--- src/rtl/tod_pkg.sv ---
// Shared limits, load_time field offsets and BCD helpers for the time-of-day counter.
package tod_pkg;

  localparam int SEC_MAX    = 59;
  localparam int MIN_MAX    = 59;
  localparam int HOUR24_MAX = 23;
  localparam int HOUR12_MAX = 12;

  // LSB offsets of each digit inside load_time
  localparam int LT_SEC_UNITS  = 0;
  localparam int LT_SEC_TENS   = 4;
  localparam int LT_MIN_UNITS  = 7;
  localparam int LT_MIN_TENS   = 11;
  localparam int LT_HOUR_UNITS = 14;
  localparam int LT_HOUR_TENS  = 18;
  localparam int LT_W          = 20;

  typedef logic [3:0] bcd_t;

  function automatic logic bcd_ok(input int tens, input int units, input int max_val);
    return (units <= 9) && (tens * 10 + units <= max_val);
  endfunction

endpackage

--- src/rtl/bcd_digit_ctr.sv ---
// Single modulo-MOD digit with sync clear/load and wrapping up/down count.
module bcd_digit_ctr #(
  parameter int             MOD     = 10,
  parameter int             W       = 4,
  parameter logic [W-1:0]   RST_VAL = '0
) (
  input  logic         clk,
  input  logic         reset,
  input  logic         clr,
  input  logic         load,
  input  logic [W-1:0] load_val,
  input  logic         inc,
  input  logic         dec,
  output logic [W-1:0] digit,
  output logic         at_max,
  output logic         at_zero
);

  localparam logic [W-1:0] TOP = W'(MOD - 1);

  always_ff @(posedge clk) begin
    if (reset)
      digit <= RST_VAL;
    else if (clr)
      digit <= '0;
    else if (load)
      digit <= load_val;
    else if (inc && !dec)
      digit <= (digit == TOP) ? '0 : digit + 1'b1;
    else if (dec && !inc)
      digit <= (digit == '0) ? TOP : digit - 1'b1;
  end

  assign at_max  = (digit == TOP);
  assign at_zero = (digit == '0);

endmodule

--- src/rtl/tod_counter.sv ---
// BCD time-of-day counter (12/24-hour) with minute/hour adjust, AM/PM and midnight pulse.
// Optional preset port pair load/load_time is built when TOD_PRESET_EN is defined.
module tod_counter
  import tod_pkg::*;
#(
  parameter int HOUR24      = 1,
  parameter int ADJ_CLR_SEC = 0
) (
  input  logic        clk,
  input  logic        reset,
  input  logic        en,
  input  logic        c_up_min,
  input  logic        c_down_min,
  input  logic        c_up_hour,
  input  logic        c_down_hour,
`ifdef TOD_PRESET_EN
  input  logic        load,
  input  logic [19:0] load_time,
`endif
  output logic [3:0]  sec_units,
  output logic [2:0]  sec_tens,
  output logic [3:0]  min_units,
  output logic [2:0]  min_tens,
  output logic [3:0]  hour_units,
  output logic [1:0]  hour_tens,
  output logic        pm,
  output logic        day_tick
);

  localparam bit         MODE24 = (HOUR24 != 0);
  localparam logic [1:0] HT_RST = MODE24 ? 2'd0 : 2'd1;
  localparam bcd_t       HU_RST = MODE24 ? 4'd0 : 4'd2;
  localparam bcd_t       HU_UPW = MODE24 ? 4'd0 : 4'd1;
  localparam logic [1:0] HT_DNW = MODE24 ? 2'd2 : 2'd1;
  localparam bcd_t       HU_DNW = MODE24 ? 4'd3 : 4'd2;

  logic su_max, su_zero, st_max, st_zero, mu_max, mu_zero, mt_max, mt_zero;
  logic hu_max, hu_zero, ht_max, ht_zero;
  logic ld_go, ld_ok, ld_pm, ld_take;
  logic [1:0] ld_ht;
  logic [2:0] ld_mt, ld_st;
  bcd_t ld_hu, ld_mu, ld_su;
  logic adj, tick, bad, fix, step;
  logic s59, m59, h_11, h_12, h_23, h_top, h_bot;
  logic min_up, min_dn, min_inc, hr_up, hr_dn, carry_h, wrap_up, wrap_dn;
  logic sec_clr, hr_load;
  logic [1:0] hr_ht_val;
  bcd_t hr_hu_val;

`ifdef TOD_PRESET_EN
  int ld_h24, ld_h12;

  // load_time hours are always 24-hour encoded; fold to 12-hour form here
  always_comb begin
    ld_h24 = int'(load_time[LT_HOUR_TENS +: 2]) * 10 + int'(load_time[LT_HOUR_UNITS +: 4]);
    ld_h12 = (ld_h24 == 0) ? 12 : (ld_h24 > 12) ? ld_h24 - 12 : ld_h24;
    ld_go  = load;
    ld_ok  = bcd_ok(int'(load_time[LT_HOUR_TENS +: 2]), int'(load_time[LT_HOUR_UNITS +: 4]), HOUR24_MAX) &&
             bcd_ok(int'(load_time[LT_MIN_TENS +: 3]), int'(load_time[LT_MIN_UNITS +: 4]), MIN_MAX) &&
             bcd_ok(int'(load_time[LT_SEC_TENS +: 3]), int'(load_time[LT_SEC_UNITS +: 4]), SEC_MAX);
    ld_pm  = (ld_h24 >= 12);
    ld_mt  = load_time[LT_MIN_TENS +: 3];
    ld_mu  = load_time[LT_MIN_UNITS +: 4];
    ld_st  = load_time[LT_SEC_TENS +: 3];
    ld_su  = load_time[LT_SEC_UNITS +: 4];
    if (MODE24) begin
      ld_ht = load_time[LT_HOUR_TENS +: 2];
      ld_hu = load_time[LT_HOUR_UNITS +: 4];
    end else begin
      ld_ht = (ld_h12 >= 10) ? 2'd1 : 2'd0;
      ld_hu = bcd_t'(ld_h12 - ((ld_h12 >= 10) ? 10 : 0));
    end
  end
`else
  always_comb begin
    ld_go = 1'b0;
    ld_ok = 1'b0;
    ld_pm = 1'b0;
    ld_ht = '0;
    ld_hu = '0;
    ld_mt = '0;
    ld_mu = '0;
    ld_st = '0;
    ld_su = '0;
  end
`endif

  always_comb begin
    adj     = c_up_min | c_down_min | c_up_hour | c_down_hour;
    tick    = en & ~adj & ~ld_go;
    bad     = !bcd_ok(int'(sec_tens), int'(sec_units), SEC_MAX) ||
              !bcd_ok(int'(min_tens), int'(min_units), MIN_MAX) ||
              (MODE24 ? !bcd_ok(int'(hour_tens), int'(hour_units), HOUR24_MAX)
                      : (!bcd_ok(int'(hour_tens), int'(hour_units), HOUR12_MAX) || (ht_zero && hu_zero)));
    fix     = tick & bad;
    step    = tick & ~bad;
    ld_take = ld_go & ld_ok;
    s59     = st_max & su_max;
    m59     = mt_max & mu_max;
    h_11    = (hour_tens == 2'd1) && (hour_units == 4'd1);
    h_12    = (hour_tens == 2'd1) && (hour_units == 4'd2);
    h_23    = ht_max && (hour_units == 4'd3);
    h_top   = MODE24 ? h_23 : h_12;
    h_bot   = MODE24 ? (ht_zero && hu_zero) : (ht_zero && (hour_units == 4'd1));
    min_up  = ~ld_go & c_up_min & ~c_down_min;
    min_dn  = ~ld_go & c_down_min & ~c_up_min;
    min_inc = (step & s59) | min_up;
    carry_h = step & s59 & m59;
    hr_up   = carry_h | (~ld_go & c_up_hour & ~c_down_hour);
    hr_dn   = ~ld_go & c_down_hour & ~c_up_hour;
    wrap_up = hr_up & h_top;
    wrap_dn = hr_dn & h_bot;
    sec_clr = fix | ((ADJ_CLR_SEC != 0) & adj & ~ld_go & ~(su_zero & st_zero));
    hr_load = ld_take | fix | wrap_up | wrap_dn;
    if (ld_take) begin
      hr_ht_val = ld_ht;
      hr_hu_val = ld_hu;
    end else if (fix) begin
      hr_ht_val = HT_RST;
      hr_hu_val = HU_RST;
    end else if (wrap_up) begin
      hr_ht_val = 2'd0;
      hr_hu_val = HU_UPW;
    end else begin
      hr_ht_val = HT_DNW;
      hr_hu_val = HU_DNW;
    end
  end

  bcd_digit_ctr #(.MOD(10), .W(4)) u_sec_units (
    .clk(clk), .reset(reset), .clr(sec_clr), .load(ld_take), .load_val(ld_su),
    .inc(step), .dec(1'b0), .digit(sec_units), .at_max(su_max), .at_zero(su_zero));

  bcd_digit_ctr #(.MOD(6), .W(3)) u_sec_tens (
    .clk(clk), .reset(reset), .clr(sec_clr), .load(ld_take), .load_val(ld_st),
    .inc(step & su_max), .dec(1'b0), .digit(sec_tens), .at_max(st_max), .at_zero(st_zero));

  bcd_digit_ctr #(.MOD(10), .W(4)) u_min_units (
    .clk(clk), .reset(reset), .clr(fix), .load(ld_take), .load_val(ld_mu),
    .inc(min_inc), .dec(min_dn), .digit(min_units), .at_max(mu_max), .at_zero(mu_zero));

  bcd_digit_ctr #(.MOD(6), .W(3)) u_min_tens (
    .clk(clk), .reset(reset), .clr(fix), .load(ld_take), .load_val(ld_mt),
    .inc(min_inc & mu_max), .dec(min_dn & mu_zero), .digit(min_tens), .at_max(mt_max), .at_zero(mt_zero));

  // hour digits count freely inside the range; the pair wrap points are loaded explicitly
  bcd_digit_ctr #(.MOD(10), .W(4), .RST_VAL(HU_RST)) u_hour_units (
    .clk(clk), .reset(reset), .clr(1'b0), .load(hr_load), .load_val(hr_hu_val),
    .inc(hr_up & ~h_top), .dec(hr_dn & ~h_bot), .digit(hour_units), .at_max(hu_max), .at_zero(hu_zero));

  bcd_digit_ctr #(.MOD(3), .W(2), .RST_VAL(HT_RST)) u_hour_tens (
    .clk(clk), .reset(reset), .clr(1'b0), .load(hr_load), .load_val(hr_ht_val),
    .inc(hr_up & ~h_top & hu_max), .dec(hr_dn & ~h_bot & hu_zero),
    .digit(hour_tens), .at_max(ht_max), .at_zero(ht_zero));

  always_ff @(posedge clk) begin
    if (reset) begin
      pm       <= 1'b0;
      day_tick <= 1'b0;
    end else begin
      day_tick <= carry_h & (MODE24 ? h_23 : (h_11 & pm));
      if (ld_take)
        pm <= ld_pm;
      else if (fix)
        pm <= 1'b0;
      else if (hr_up) begin
        if (h_11)
          pm <= MODE24 ? 1'b1 : ~pm;
        else if (MODE24 && h_23)
          pm <= 1'b0;
      end else if (hr_dn) begin
        if (h_12)
          pm <= MODE24 ? 1'b0 : ~pm;
        else if (MODE24 && h_bot)
          pm <= 1'b1;
      end
    end
  end

endmodule

--- config.mk ---
export PLATFORM = sky130hd
export DESIGN_NAME = tod_counter
export DESIGN_NICKNAME = d
export VERILOG_FILES = /design/src/rtl/tod_pkg.sv /design/src/rtl/bcd_digit_ctr.sv /design/src/rtl/tod_counter.sv
export SDC_FILE = /design/constraint.sdc
export NUM_CORES = 1
export LEC_CHECK = 0
export BUFFER_PORTS_ARGS = -buffer_cell sky130_fd_sc_hd__buf_2
export CELL_PAD_IN_SITES_DETAIL_PLACEMENT = 1
export CELL_PAD_IN_SITES_GLOBAL_PLACEMENT = 2
export CORE_MARGIN = 3
export CORE_UTILIZATION = 34
export DETAILED_ROUTE_END_ITERATION = 8
export GPL_ROUTABILITY_DRIVEN = 0
export PLACE_DENSITY = 0.83
export SLEW_MARGIN = 10
export SYNTH_ARGS = -nofsm -noshare
export SYNTH_HDL_FRONTEND = slang
export SYNTH_SLANG_ARGS = --single-unit
--- constraint.sdc ---
create_clock -name clk -period 4.9 [get_ports clk]
set_input_delay 0.245 -clock clk [delete_from_list [all_inputs] [get_ports clk]]
set_output_delay 0.245 -clock clk [all_outputs]
set_load 0.05 [all_outputs]
After elaboration in Yosys (flattened, before gate mapping)
Cells that the tools add are included.
W data, S select, Z words.
Operators by class
  bitwise gates (word level): 36
  multiply operators: 3
  equality and inequality tests: 11
  magnitude comparators: 6
  $add $sub $neg: 13
  multiplexer cells: 30
  reduce and logical (&&, ||, !) cells: 40
Operator list (number)
  $mux W4: 10
  $le A32 B6 Y1 const B: 1
  $and A1 B1 Y1: 21
  $mux W2: 9
  $add A7 B4 Y8: 2
  $le A8 B6 Y1 const B: 2
  $logic_and A1 B1 Y1: 15
  $mux W3: 5
  $add A4 B1 Y4 const B: 3
  $eq A4 B4 Y1 const B: 3
  $le A4 B4 Y1 const B: 3
  $mul A3 B3 Y6 const B: 2
  $logic_not A1 Y1: 11
  $reduce_bool A3 Y1: 3
  $eq A4 B2 Y1 const B: 2
  $logic_not A4 Y1: 2
  $not A1 Y1: 8
  $sub A4 B1 Y4 const B: 2
  $add A6 B4 Y7: 1
  $or A1 B1 Y1: 7
  $add A3 B1 Y3 const B: 2
  $eq A3 B3 Y1 const B: 2
  $mux W1: 6
  $reduce_bool A2 Y1: 3
  13 further kinds: 14
Storage, ports and cells
  bits of input ports: 7
  bits in registers: 22

Longest topological paths before layout
  depth after elaboration: 19
  mapped depth: 16
  depth with buffers taken out: 15

Modules after synthesis
A second synthesis with hierarchy kept.
Unflattened totals
  cells, all modules: 300
  area total of the unflattened synthesis: 2487.4 µm²
Modules (own cells, without submodules)
  bcd_digit_ctr at u_hour_units ...: instances 3, area each 340.3 µm², cells each 41
  tod_counter: instances 1, area each 783.3 µm², cells each 94
  bcd_digit_ctr at u_min_tens ...: instances 2, area each 252.7 µm², cells each 31
  bcd_digit_ctr at u_hour_tens: instances 1, area each 177.7 µm², cells each 21

Least setup slack after synthesis
No wires, ideal clock.
  path kind: register -> register
  start point: reg u_hour_tens.digit[1]
  end point: reg u_min_tens.digit[1]
  setup slack: 1016 ps
  path buffers: 0
  library setup time: 70 ps
  stages on the path, launching flop included: 14
  data arrival time: 3814 ps
  clock period less this slack: 3884 ps
  cell sequence: dfxtp_1 -> ha_1 -> a21oi_1 -> mux2_2 -> a2111oi_2 -> and3_2 -> nand4_2 -> o32ai_1 -> nor2b_1 -> ha_1 -> and3_1 -> a21oi_1 -> or3_1 -> a21oi_1
On the way
  word-level cells in the longest chain between the ends: 14
  elaborated cells between the ends (all ways): 18
  those cells by class: 1 x add/sub; 1 x mul; 1 x order compare; 1 x mux; 6 x bitwise; 8 x reduce/logical
RTL lines
  from (decl): RTL line bcd_digit_ctr.sv:14  | output logic [W-1:0] digit,
  from (signal assigned): RTL line bcd_digit_ctr.sv:27  | digit <= load_val;
  from (signal assigned): RTL line bcd_digit_ctr.sv:29  | digit <= (digit == TOP) ? '0 : digit + 1'b1;
  from (signal assigned): RTL line bcd_digit_ctr.sv:31  | digit <= (digit == '0) ? TOP : digit - 1'b1;
  $mul A2 B3 Y5 *
  $add A6 B4 Y7 *
  $le A32 B6 Y1 *: RTL line tod_pkg.sv:21  | return (units <= 9) && (tens * 10 + units <= max_val);
  $logic_and A1 B1 Y1 *: RTL line tod_pkg.sv:21
  $logic_not A1 Y1 *: RTL line tod_counter.sv:93  | (MODE24 ? !bcd_ok(int'(hour_tens), int'(hour_units), HOUR24_MAX)
  $logic_or A1 B1 Y1 *: RTL line tod_counter.sv:92  | !bcd_ok(int'(min_tens), int'(min_units), MIN_MAX) ||
  $not A1 Y1: RTL line tod_counter.sv:96  | step = tick & ~bad;
  $and A1 B1 Y1: RTL line tod_counter.sv:96
  $and A1 B1 Y1: RTL line tod_counter.sv:107  | min_inc = (step & s59) | min_up;
  $or A1 B1 Y1: RTL line tod_counter.sv:107
  $and A1 B1 Y1: RTL line tod_counter.sv:144  | .inc(min_inc & mu_max), .dec(min_dn & mu_zero), .digit(min_tens), .at_max(mt_max), .at_zero(mt_zero));
  $logic_not A1 Y1: RTL line bcd_digit_ctr.sv:30  | else if (dec && !inc)
  $logic_and A1 B1 Y1: RTL line bcd_digit_ctr.sv:30
  $reduce_bool A2 Y1 (no source line)
  to (signal assigned): RTL line bcd_digit_ctr.sv:27
  to (signal assigned): RTL line bcd_digit_ctr.sv:29
  to (signal assigned): RTL line bcd_digit_ctr.sv:31
  to (decl): RTL line bcd_digit_ctr.sv:14
Mark *: on every way between the ends. The rest lies on a longest branch, timed or not.
A chain may end at the register's enable or synchronous reset.

Worst setup path in the final report
  start point: reg u_hour_units.digit[1]
  end point: reg u_min_tens.digit[1]
On the way
  word-level cells in the longest chain between the ends: 13
  elaborated cells between the ends (all ways): 18
  those cells by class: 1 x add/sub; 2 x order compare; 1 x mux; 6 x bitwise; 8 x reduce/logical
RTL lines (RTL line)
  from (decl): bcd_digit_ctr.sv:14
  from (signal assigned): bcd_digit_ctr.sv:27
  from (signal assigned): bcd_digit_ctr.sv:29
  from (signal assigned): bcd_digit_ctr.sv:31
  $add A6 B4 Y7
  $le A32 B6 Y1: tod_pkg.sv:21
  $logic_and A1 B1 Y1 *: tod_pkg.sv:21
  $logic_not A1 Y1 *: tod_counter.sv:93
  $logic_or A1 B1 Y1 *: tod_counter.sv:92
  $not A1 Y1: tod_counter.sv:96
  $and A1 B1 Y1: tod_counter.sv:96
  $and A1 B1 Y1: tod_counter.sv:107
  $or A1 B1 Y1: tod_counter.sv:107
  $and A1 B1 Y1: tod_counter.sv:144
  $logic_not A1 Y1: bcd_digit_ctr.sv:30
  $logic_and A1 B1 Y1: bcd_digit_ctr.sv:30
  $reduce_bool A2 Y1 (no source line)
Marked as above.

==> results.tsv <==
stage	metric	value	unit
route	vias	2067	
layout	nNetsFinal	317	
route	drtAntennaViolNets	0	
layout	area_growth	12.68	%
pwr	internal_power	362.6	uW
worst_setup_path	slowest_delay	470	ps
layout	final-instance-count-excl-fill	357	
sta	max-slew-margin-rel	58.15	%
floorplan	io_pins	29	
sta	period_needed	4081	ps
pwr	p_seq_share	38.7	%
yosys	synth_flop_cell	dfxtp_1	
yosys	synth_edf_count	0	
yosys	syn_area_per_cell	7.908	um2
global_route	grt_pass1_vias	1982	
worst_setup_path	path_buf_inv	0	
min_path	whs_path_depth	2	
sta	period_share	83.29	%
place	portBuffers	28	
worst_setup_path	cp_top_family	compound AO/OA/AOI/OAI gates	
yosys	syn_inst	262	
route	route.met2.wl	2.604	mm
route	drt_iter0_drc	161	
worst_setup_path	worstPathMaxFanout	13	
layout	post-route-cell-area	0.002335	mm2
yosys	syn_nets	293	
floorplan	fp.dieArea	0.007067	mm2
pwr	sw_frac_of_total	36.83	%
clocking	path_clk_slew	80	ps
layout	drive_above_1_share	15.79	%
clocking	postCtsSetupBuffers	0	
clocking	ctsResizeCount	0	
route	route.met3.wl	179	um
global_route	gr-total-overflow	0	
sta	hold_violations	0	
floorplan	die_h	84.07	um
yosys	async_flop_share	0	%
clocking	cts-hold-fix-buffers	0	
clocking	numCtsBuffers	3	
yosys	yosysUniqueCellTypes	56	
layout	diodes	0	
global_route	gr-usage-all-layers	16.99	%
outcome	run_status	complete, no violations	
floorplan	initial_core_util	36.29	%
route	wire_per_inst	16.23	um
floorplan	coreArea	0.005709	mm2
worst_setup_path	worstPathRequired	5090	ps
yosys	yosysWarnings	0	
worst_setup_path	reg2regPathDepth	14	
yosys	yosysTopAreaCellShare	21.26	%
worst_setup_path	cp_slowest_cell	dfxtp_1	
sta	tns	0	ps
pwr	max-vdd-ir-drop	112.6	uV
sta	tightest_slew	627.8	ps
pwr	power_frac_clock	30.0	%
global_route	antenna_found_initial	0	
floorplan	dieWidth	84.07	um
sta	setup_viol	0	
worst_setup_path	cp.arrival	4270	ps
clocking	tritoncts	yes	
route	first_pass_iters	4	
yosys	ys_seq_area_share	21.26	%
worst_setup_path	critPathLaunch	u_hour_units.digit[1]	
route	routed_wirelength	5.795	mm
clocking	clk_latency	270	ps
route	routed.top_layer	met4	
clocking	root_buffer	clkbuf_8	
worst_setup_path	r2r-start	u_hour_units.digit[1]	
route	drt-met1-wl	2.939	mm
min_path	min_to	u_sec_units.digit[0]	
clocking	cts_sinks	22	
layout	nFillCells	725	
worst_setup_path	setup.worst_path.class	flop to flop	
worst_setup_path	regToRegSetupSlack	820	ps
yosys	synthTopCellsByArea	dfxtp_1, ha_1, nor2_1, a21oi_1, xor2_1	
sta	drv_slew	0	
pwr	combPwrFrac	31.4	%
min_path	hold_class	input port to flop	
flow_run	drv_cap	0	
sta	fmax	245.0	MHz
pwr	leakage	1.005	nW
route	drc	0	
yosys	ys_top_cells_by_count	nor2_1, a21oi_1, dfxtp_1	
sta	finalClockSkew	7.214	ps
pwr	netSwitchingPower	211.4	uW
route	vias_per_cell	5.790	
worst_setup_path	cp_cell_sequence	ha_1 > fa_1 > o21ai_0 > o2111ai_1 > a2111oi_2 > and3_2 > nand4_2 > o32ai_1 > nor2b_1 > ha_1 > and3_1 > a21oi_1 > or3_1 > a21oi_1	
yosys	synth_seq_cells	22	
place	hpwlAfterDp	4.397	mm
clocking	clockBufferDepth	2	
worst_setup_path	reg2reg_to	u_min_tens.digit[1]	
pwr	p_per_area	245.9	mW/mm2
clocking	cts_max_level	1	
global_route	grt_pass1_wl	10.12	mm
sta	rsz0062_at_grt	false	
place	dp_cells	353	
worst_setup_path	crit_path_start_kind	flop	
floorplan	rows	27	
worst_setup_path	endpoint_kind	flop	
yosys	synthMostInstantiatedCell	nor2_1	
yosys	yosysTopAreaCell	dfxtp_1	
pwr	p_total	574.1	uW
global_route	grt_max_degree	15	
place	post_dp_cell_area	0.002263	mm2
yosys	synthesis.area	0.002072	mm2
min_path	hold_start	reset	
## cell families after synthesis
logic type	count (synthesis)	synth area share (%)
and+or+nand+nor	116	31.82
AOI/OAI and AO/OA	65	20.71
adders and majority gates	24	15.58
DFF	22	21.26
buffers and inverters	20	3.865
xor gates and xnor gates	10	4.227
muxes	5	2.536
## power by group through the flow
stage / Sequential (mW) / Combinational (mW) / Clock (mW)
5_1_grt: 0.227 / 0.201 / 0.185
3_3_place_gp: 0.226 / 0.178 / 0
6_report: 0.222 / 0.180 / 0.172
2_1_floorplan: 0.249 / 0.112 / 0
4_1_cts: 0.222 / 0.180 / 0.180
3_5_place_dp: 0.226 / 0.180 / 0
## sequential cells by signal, indices dropped and copies added, names as in the netlist
name                flops
day_tick                1
u_sec_units.digit       4
u_hour_units.digit      4
u_min_tens.digit        3
u_min_units.digit       4
u_hour_tens.digit       2
u_sec_tens.digit        3
pm                      1
## cells in the final DEF, fill, tap and decap left out, types with 4 or more instances in the layout
cell type / n
xor2_1: 8
or3_1: 5
a21oi_1: 22
buf_2: 28
nor3_1: 9
o21ai_0: 10
inv_1: 11
nor4_1: 4
nand2b_1: 6
dfxtp_1: 22
a31oi_1: 4
and3_1: 5
ha_1: 21
nor2b_1: 6
nand3_1: 8
nor2_1: 31
nor4b_1: 4
o2111ai_1: 4
nand2_1: 16
## metal layers
metal | track usage [%] | up-vias
met5 | 0 | -
met4 | 3.070 | 0
met3 | 2.665 | 8
met2 | 26.61 | 32
met1 | 24.63 | 1008
li1 | - | 1019
## area by class of cell
cell class                 count  area (um2)  area share, %
clock buffer                   3       41.29          1.768
clock inverter                 1       30.03          1.286
inverter                      11       41.29          1.768
tap                           72       90.09          3.859
sequential                    22       440.4          18.86
timing repair buffer          28       140.1          6.002
multi-input combinational    220        1551          66.45
## metrics by stage
stage	utilization, %	worst slack [ps]	hold slack (ps)
floorplan	-	1016	314.1
global placement	39.65	1001	521.1
detailed placement	39.65	884.8	532.9
CTS	40.89	855.1	257.9
global route	40.89	302.5	284.4
finish	40.89	818.6	263.8
## worst register-to-register path, stage by stage, from the launching register on
cell       delay [ps]
dfxtp_1           470
ha_1              320
fa_1              420
o21ai_0           170
o2111ai_1         130
a2111oi_2         330
and3_2            290
nand4_2           260
o32ai_1           450
nor2b_1           190
ha_1              310
and3_1            190
a21oi_1            40
or3_1             310
a21oi_1           140
## worst max path at each step
stage | cells past startpoint | endpoint | slack [ps]
2_1_floorplan | 13 | u_min_tens.digit[1] | 1020
3_3_place_gp | 14 | u_min_tens.digit[1] | 1000
3_5_place_dp | 14 | u_min_tens.digit[1] | 880
4_1_cts | 14 | u_min_tens.digit[1] | 860
5_1_grt | 14 | u_min_tens.digit[1] | 300
6_report | 14 | u_min_tens.digit[1] | 820
Power figures use the tool's default switching activity.
